===== src/rtl/pi1_intctrl_pkg.sv =====
// Shared constants for the pi1 interrupt controller: bus opcodes, register
// offsets and the "no interrupt" read value.
package pi1_intctrl_pkg;

    localparam logic [1:0] PINOOP = 2'd0;
    localparam logic [1:0] PIWROP = 2'd1;
    localparam logic [1:0] PIRDOP = 2'd2;
    localparam logic [1:0] PIRWOP = 2'd3;

    localparam logic [1:0] REG_ACK     = 2'd0;
    localparam logic [1:0] REG_IPI     = 2'd1;
    localparam logic [1:0] REG_MASK    = 2'd2;
    localparam logic [1:0] REG_PENDING = 2'd3;

    localparam logic [63:0] NOINT = '1;

endpackage


===== src/rtl/pi1_intctrl_rrpick.sv =====
// Combinational round-robin picker: first set request at or after ptr,
// wrapping modulo N. With ptr tied to zero it is a plain lowest-index pick.
module pi1_intctrl_rrpick #(
    parameter int unsigned N  = 2,
    parameter int unsigned PW = (N > 1) ? $clog2(N) : 1
) (
    input  logic [N-1:0]  req,
    input  logic [PW-1:0] ptr,
    output logic [PW-1:0] idx,
    output logic          vld
);

    logic [2*N-1:0] dbl;

    // Rotating a doubled copy turns the wrap-around search into a linear scan.
    assign dbl = {req, req} >> ptr;

    always_comb begin
        idx = '0;
        vld = 1'b0;
        for (int unsigned k = 0; k < N; k++) begin
            if (!vld && dbl[k]) begin
                vld = 1'b1;
                idx = PW'((32'(ptr) + k) % N);
            end
        end
    end

endmodule


===== src/rtl/pi1_intctrl.sv =====
// pi1 slave interrupt controller: latches source edges and IPIs, dispatches
// one interrupt per cycle to a ready PU and returns its id on RW to ACK.
module pi1_intctrl
    import pi1_intctrl_pkg::*;
#(
    parameter int unsigned ARCHBITSZ = 32,
    parameter int unsigned PUCOUNT   = 1,
    parameter int unsigned SRCCOUNT  = 2,
    parameter int unsigned ADDRBITSZ = ARCHBITSZ - $clog2(ARCHBITSZ/8)
) (
    input  logic                   clk_i,
    input  logic                   rst_i,
    input  logic [1:0]             pi1_op_i,
    input  logic [ADDRBITSZ-1:0]   pi1_addr_i,
    input  logic [ARCHBITSZ-1:0]   pi1_data_i,
    output logic [ARCHBITSZ-1:0]   pi1_data_o,
    input  logic [ARCHBITSZ/8-1:0] pi1_sel_i,
    output logic                   pi1_rdy_o,
    input  logic [SRCCOUNT-1:0]    src_i,
    output logic [PUCOUNT-1:0]     intrqst_o,
    input  logic [PUCOUNT-1:0]     intrdy_i
);

    localparam int unsigned PW = (PUCOUNT > 1) ? $clog2(PUCOUNT) : 1;
    localparam int unsigned SW = (SRCCOUNT > 1) ? $clog2(SRCCOUNT) : 1;
    localparam int unsigned IW = $clog2(SRCCOUNT + 1);

    logic [SRCCOUNT-1:0] mask, pending, src_q;
    logic [PUCOUNT-1:0]  ipi;
    logic [PW-1:0]       rr;
    logic [IW-1:0]       id_q [PUCOUNT];

    logic                 acc, wr, rd, ack_hit;
    logic [1:0]           rsel;
    logic [IW-1:0]        ack_id, disp_id;
    logic [ARCHBITSZ-1:0] rdata;
    logic [PUCOUNT-1:0]   ack_vec, ipi_set, elig, disp_vec, ipi_clr;
    logic [SRCCOUNT-1:0]  pend_clr, wclr, keep, mask_n, rise;
    logic [PW-1:0]        ipi_idx, pu_idx, rr_next;
    logic [SW-1:0]        src_idx;
    logic                 ipi_vld, pu_vld, src_vld;
    logic                 unused_c;

    assign unused_c = ^{pi1_sel_i, pi1_addr_i[ADDRBITSZ-1:2]};

    // Bus decode, ACK lookup, read mux and register write intents.
    always_comb begin
        acc     = pi1_rdy_o && (pi1_op_i != PINOOP);
        wr      = acc && (pi1_op_i == PIWROP || pi1_op_i == PIRWOP);
        rd      = acc && (pi1_op_i == PIRDOP || pi1_op_i == PIRWOP);
        rsel    = pi1_addr_i[1:0];
        ack_vec = '0;
        ipi_set = '0;
        ack_hit = 1'b0;
        ack_id  = '0;
        for (int unsigned i = 0; i < PUCOUNT; i++) begin
            if (pi1_data_i == ARCHBITSZ'(i)) begin
                ack_vec[i] = acc && (pi1_op_i == PIRWOP) && (rsel == REG_ACK);
                ipi_set[i] = wr && (rsel == REG_IPI);
                if (intrqst_o[i]) begin
                    ack_hit = 1'b1;
                    ack_id  = id_q[i];
                end
            end
        end

        rdata = ARCHBITSZ'(NOINT);
        case (rsel)
            REG_ACK:  if (pi1_op_i == PIRWOP && ack_hit) rdata = ARCHBITSZ'(ack_id);
            REG_IPI:  rdata = ARCHBITSZ'(ipi);
            REG_MASK: rdata = ARCHBITSZ'(mask);
            default:  rdata = ARCHBITSZ'(pending);
        endcase

        mask_n = mask;
        keep   = '1;
        wclr   = '0;
        if (wr && rsel == REG_MASK) begin
            mask_n = pi1_data_i[SRCCOUNT-1:0];
            keep   = pi1_data_i[SRCCOUNT-1:0];
        end
        if (wr && rsel == REG_PENDING) wclr = pi1_data_i[SRCCOUNT-1:0];
        // Old mask qualifies the edge, so a same-cycle MASK write does not affect it.
        rise = src_i & ~src_q & mask;
    end

    assign elig = intrdy_i & ~intrqst_o & ~ack_vec;

    pi1_intctrl_rrpick #(.N(PUCOUNT), .PW(PW)) u_ipi_pick (
        .req(elig & ipi), .ptr('0), .idx(ipi_idx), .vld(ipi_vld)
    );

    pi1_intctrl_rrpick #(.N(SRCCOUNT), .PW(SW)) u_src_pick (
        .req(pending), .ptr('0), .idx(src_idx), .vld(src_vld)
    );

    pi1_intctrl_rrpick #(.N(PUCOUNT), .PW(PW)) u_pu_pick (
        .req(elig), .ptr(rr), .idx(pu_idx), .vld(pu_vld)
    );

    // Single dispatch per cycle: IPIs first, then lowest pending source.
    always_comb begin
        disp_vec = '0;
        ipi_clr  = '0;
        pend_clr = '0;
        disp_id  = IW'(SRCCOUNT);
        rr_next  = rr;
        if (ipi_vld) begin
            for (int unsigned i = 0; i < PUCOUNT; i++) begin
                disp_vec[i] = (ipi_idx == PW'(i));
                ipi_clr[i]  = (ipi_idx == PW'(i));
            end
        end else if (src_vld && pu_vld) begin
            disp_id = IW'(src_idx);
            for (int unsigned i = 0; i < PUCOUNT; i++) disp_vec[i] = (pu_idx == PW'(i));
            for (int unsigned j = 0; j < SRCCOUNT; j++) pend_clr[j] = (src_idx == SW'(j));
            rr_next = (pu_idx == PW'(PUCOUNT - 1)) ? '0 : PW'(pu_idx + 1'b1);
        end
    end

    always_ff @(posedge clk_i or negedge rst_i) begin
        if (!rst_i) begin
            pi1_rdy_o  <= 1'b0;
            pi1_data_o <= '0;
            intrqst_o  <= '0;
            mask       <= '0;
            pending    <= '0;
            src_q      <= '0;
            ipi        <= '0;
            rr         <= '0;
            for (int unsigned i = 0; i < PUCOUNT; i++) id_q[i] <= '0;
        end else begin
            pi1_rdy_o <= 1'b1;
            if (rd) pi1_data_o <= rdata;
            src_q     <= src_i;
            mask      <= mask_n;
            // New captures win over dispatch, W1C and mask-driven clears.
            pending   <= (pending & ~pend_clr & ~wclr & keep) | rise;
            ipi       <= (ipi & ~ipi_clr) | ipi_set;
            intrqst_o <= (intrqst_o & ~ack_vec) | disp_vec;
            rr        <= rr_next;
            for (int unsigned i = 0; i < PUCOUNT; i++) begin
                if (disp_vec[i]) id_q[i] <= disp_id;
            end
        end
    end

endmodule


===== config.mk =====
export PLATFORM = sky130hd
export DESIGN_NAME = pi1_intctrl
export DESIGN_NICKNAME = d
export VERILOG_FILES = /design/src/rtl/pi1_intctrl_pkg.sv /design/src/rtl/pi1_intctrl_rrpick.sv /design/src/rtl/pi1_intctrl.sv
export SDC_FILE = /design/constraint.sdc
export NUM_CORES = 1
export LEC_CHECK = 0
export BUFFER_PORTS_ARGS = -buffer_cell sky130_fd_sc_hd__buf_2
export CORE_MARGIN = 5
export CORE_UTILIZATION = 37
export DETAILED_ROUTE_END_ITERATION = 12
export PLACE_DENSITY = 0.83
export SLEW_MARGIN = 10
export SYNTH_ARGS = -nofsm -noshare
export SYNTH_HDL_FRONTEND = slang
export SYNTH_SLANG_ARGS = --single-unit

===== constraint.sdc =====
create_clock -name clk_i -period 4.5 [get_ports clk_i]
set_clock_uncertainty 0.1 [all_clocks]
set_input_delay 0.225 -clock clk_i [delete_from_list [all_inputs] [get_ports clk_i]]
set_output_delay 0.225 -clock clk_i [all_outputs]
set_load 0.1 [all_outputs]

==> metrics.txt <==
remaining routing DRC violations=0; VDD IR max=0.310 mV; relative slew slack=0.613; GR Util All Layers=0.114; clk_lat worst skew=280 ps; crit-path max cell delay=720 ps; Tot Pwr=597 uW; CP endpoint kind=primary output; largest net degree at the start of global routing=32; post-synthesis cell type count=32; CP Launch Type=flop; Synth warnings=0; final net count=233; Post-synth ARST share=1.00; period utilization=0.415; port bufs=74; Clock Sinks=14; crit path kind=flop to primary output; CTS root buf=clkbuf_4; Final WS setup=2630 ps; top post-synthesis cells by count=buf_4 (29), dfrtp_1 (14), nor2_1 (8); RSZ-0062 raised after global routing=false; post-CTS setup buffers=0; NetSw=341 uW; CP delay by family, top=flip-flops; hold crit path type=input port to flop; power per cell area=483 mW/mm^2; Area after DPL=0.00117 mm^2; Seq pwr share=0.287; Final GP Congestion=0.849; f_max=0.535 GHz; Clk network pwr share=0.153; H-tree depth=1; Critical Path RT=4180 ps; sequential cell area fraction in the yosys report=0.352; critical path cell sequence=buf_2; Avg WL per Cell=11.7 um; Iteration-0 DRC Markers=12; Synth Cell Area=996 um^2; via count=934; FF+latch count, synth=14; most frequent cell after synthesis=buf_4; CP max stage cell=dfrtp_1; final setup fails=0; design area=0.00124 mm^2; Chip Height=61.9 um; top area cells in the synthesized netlist=dfrtp_1 (35%), buf_4 (22%), nor4_1 (3.8%); Max Fanout on Critical Path=31; Hold Slack=83.4 ps; Slew Limit Fails=0; first-pass GRT wire length=3330 um; vias per inst=4.94; status=completed; antenna violations before repair=0; Num CTS Buffers=3; combinational power share=0.560; worst slew pin tran=581 ps; PostCTS Resize Cnt=0; placed wire-length estimate=1880 um; core region area=0.00252 mm^2; min Tclk post-route=1870 ps; initial core utilization=0.395; layout cells sized above 1=0.528; Yosys top cell area share=0.352; crit path DAT=1540 ps; gr ovfl total=0; dpl ws=2590 ps; syn_nets=182; Ports=107; EDFF count, synth=0; Rows=18; CTS tree=done; vias in the first global route=818; ANT nets after route=0; area added between synthesis and finish=24.1%; clk buf depth=2; internal power=257 uW; synthesized area per cell=9.14 um^2; final-report hold violation count=0; Static Leakage=0.000647 uW; Total Die Area=0.00383 mm^2; total wire length=2220 um; ANT cells=0; Cells after Synth=109; Reg clk slew, reported paths=90 ps; Max-cap violations=0; most common flop cell mapped by yosys=dfrtp_1; setup_tns=0 ps; Sw Share=0.570; Initial DRT Pass Iterations=4; Die W=61.9 um; CP Buf/Inv Count=1; post-synth top area cell=dfrtp_1
## final cells by class
class	count	area [um^2]
fillers	247	1290
multi-input cells	60	397
well taps	30	37.5
repair buffers	77	400
inverters	4	15.0
flip-flops and latches	14	350
clock buffers	4	36.3
## timing repair
item | in CTS | in global routing
hold buffers | 3 | 0
hold endpoints to repair | 16 | 0
endpoints found under the setup margin | 0 | 0
## cell families after synthesis
| kind of cell | share of synthesized area |
|---|---|
| compound gates | 0.131 |
| xor+xnor | 0.0176 |
| buf+inv | 0.250 |
| flops | 0.352 |
| mux | 0.0339 |
| other cells | 0.00377 |
| simple gates | 0.212 |
## through the flow
step,util,std cells
finish,0.490,189
detailed placement,0.464,182
floorplan,-,109
global route,0.490,189
CTS,0.490,189
global placement,0.464,182
## layer usage
layer | vias to the layer above | track usage | share of wire
met3 | 2 | 0.0413 | 0.17
met1 | 415 | 0.132 | 0.37
met2 | 57 | 0.206 | 0.46
met5 | - | 0 | 0
met4 | 0 | 0.0182 | 0.0027
li1 | 460 | - | -
## worst paths after layout
path / startpoint / to / slack (ps) / cells past startpoint
setup / recovery: pi1_data_o[30] / pi1_data_o[13] / 2630 / 1
hold / removal: intrdy_i / intrqst_o / 80 / 3
setup reg to reg: pi1_rdy_o / id_q[0] / 2880 / 5
hold reg to reg: src_q[0] / pending[0] / 400 / 2
max in group asynchronous: rst_i / pending[1] / 3820 / 2
min in group asynchronous: rst_i / pi1_data_o[0] / 240 / 2
## state kept, by name, summed over array words and instances (netlist names)
name / cells
ipi: 1
id_q: 2
pi1_rdy_o: 1
mask: 2
src_q: 2
pending: 2
pi1_data_o: 3
intrqst_o: 1
## power by group through the flow
stage               registers (uW)  clock network [uW]  logic [uW]
finish                         171                91.3         335
global route                   174                 101         347
CTS                            172                93.9         336
detailed placement             174                   0         334
global placement               173                   0         332
floorplan                      201                   0         285
## cells in the final DEF (no fill, tap or decap), types with 2 or more instances in the layout
| cell type | instances |
|---|---|
| o31ai_1 | 4 |
| nor4_1 | 6 |
| clkbuf_4 | 3 |
| xor2_1 | 2 |
| inv_1 | 4 |
| o21ai_0 | 3 |
| o21ai_1 | 2 |
| nand2_1 | 5 |
| nand3_1 | 3 |
| dlygate4sd3_1 | 3 |
| mux2_2 | 3 |
| a21oi_1 | 3 |
| nand3b_1 | 2 |
| o22ai_1 | 2 |
| dfrtp_1 | 14 |
| buf_2 | 74 |
| nor3_1 | 3 |
| nor2_1 | 8 |
No activity file was read; power rests on OpenSTA's default activity.
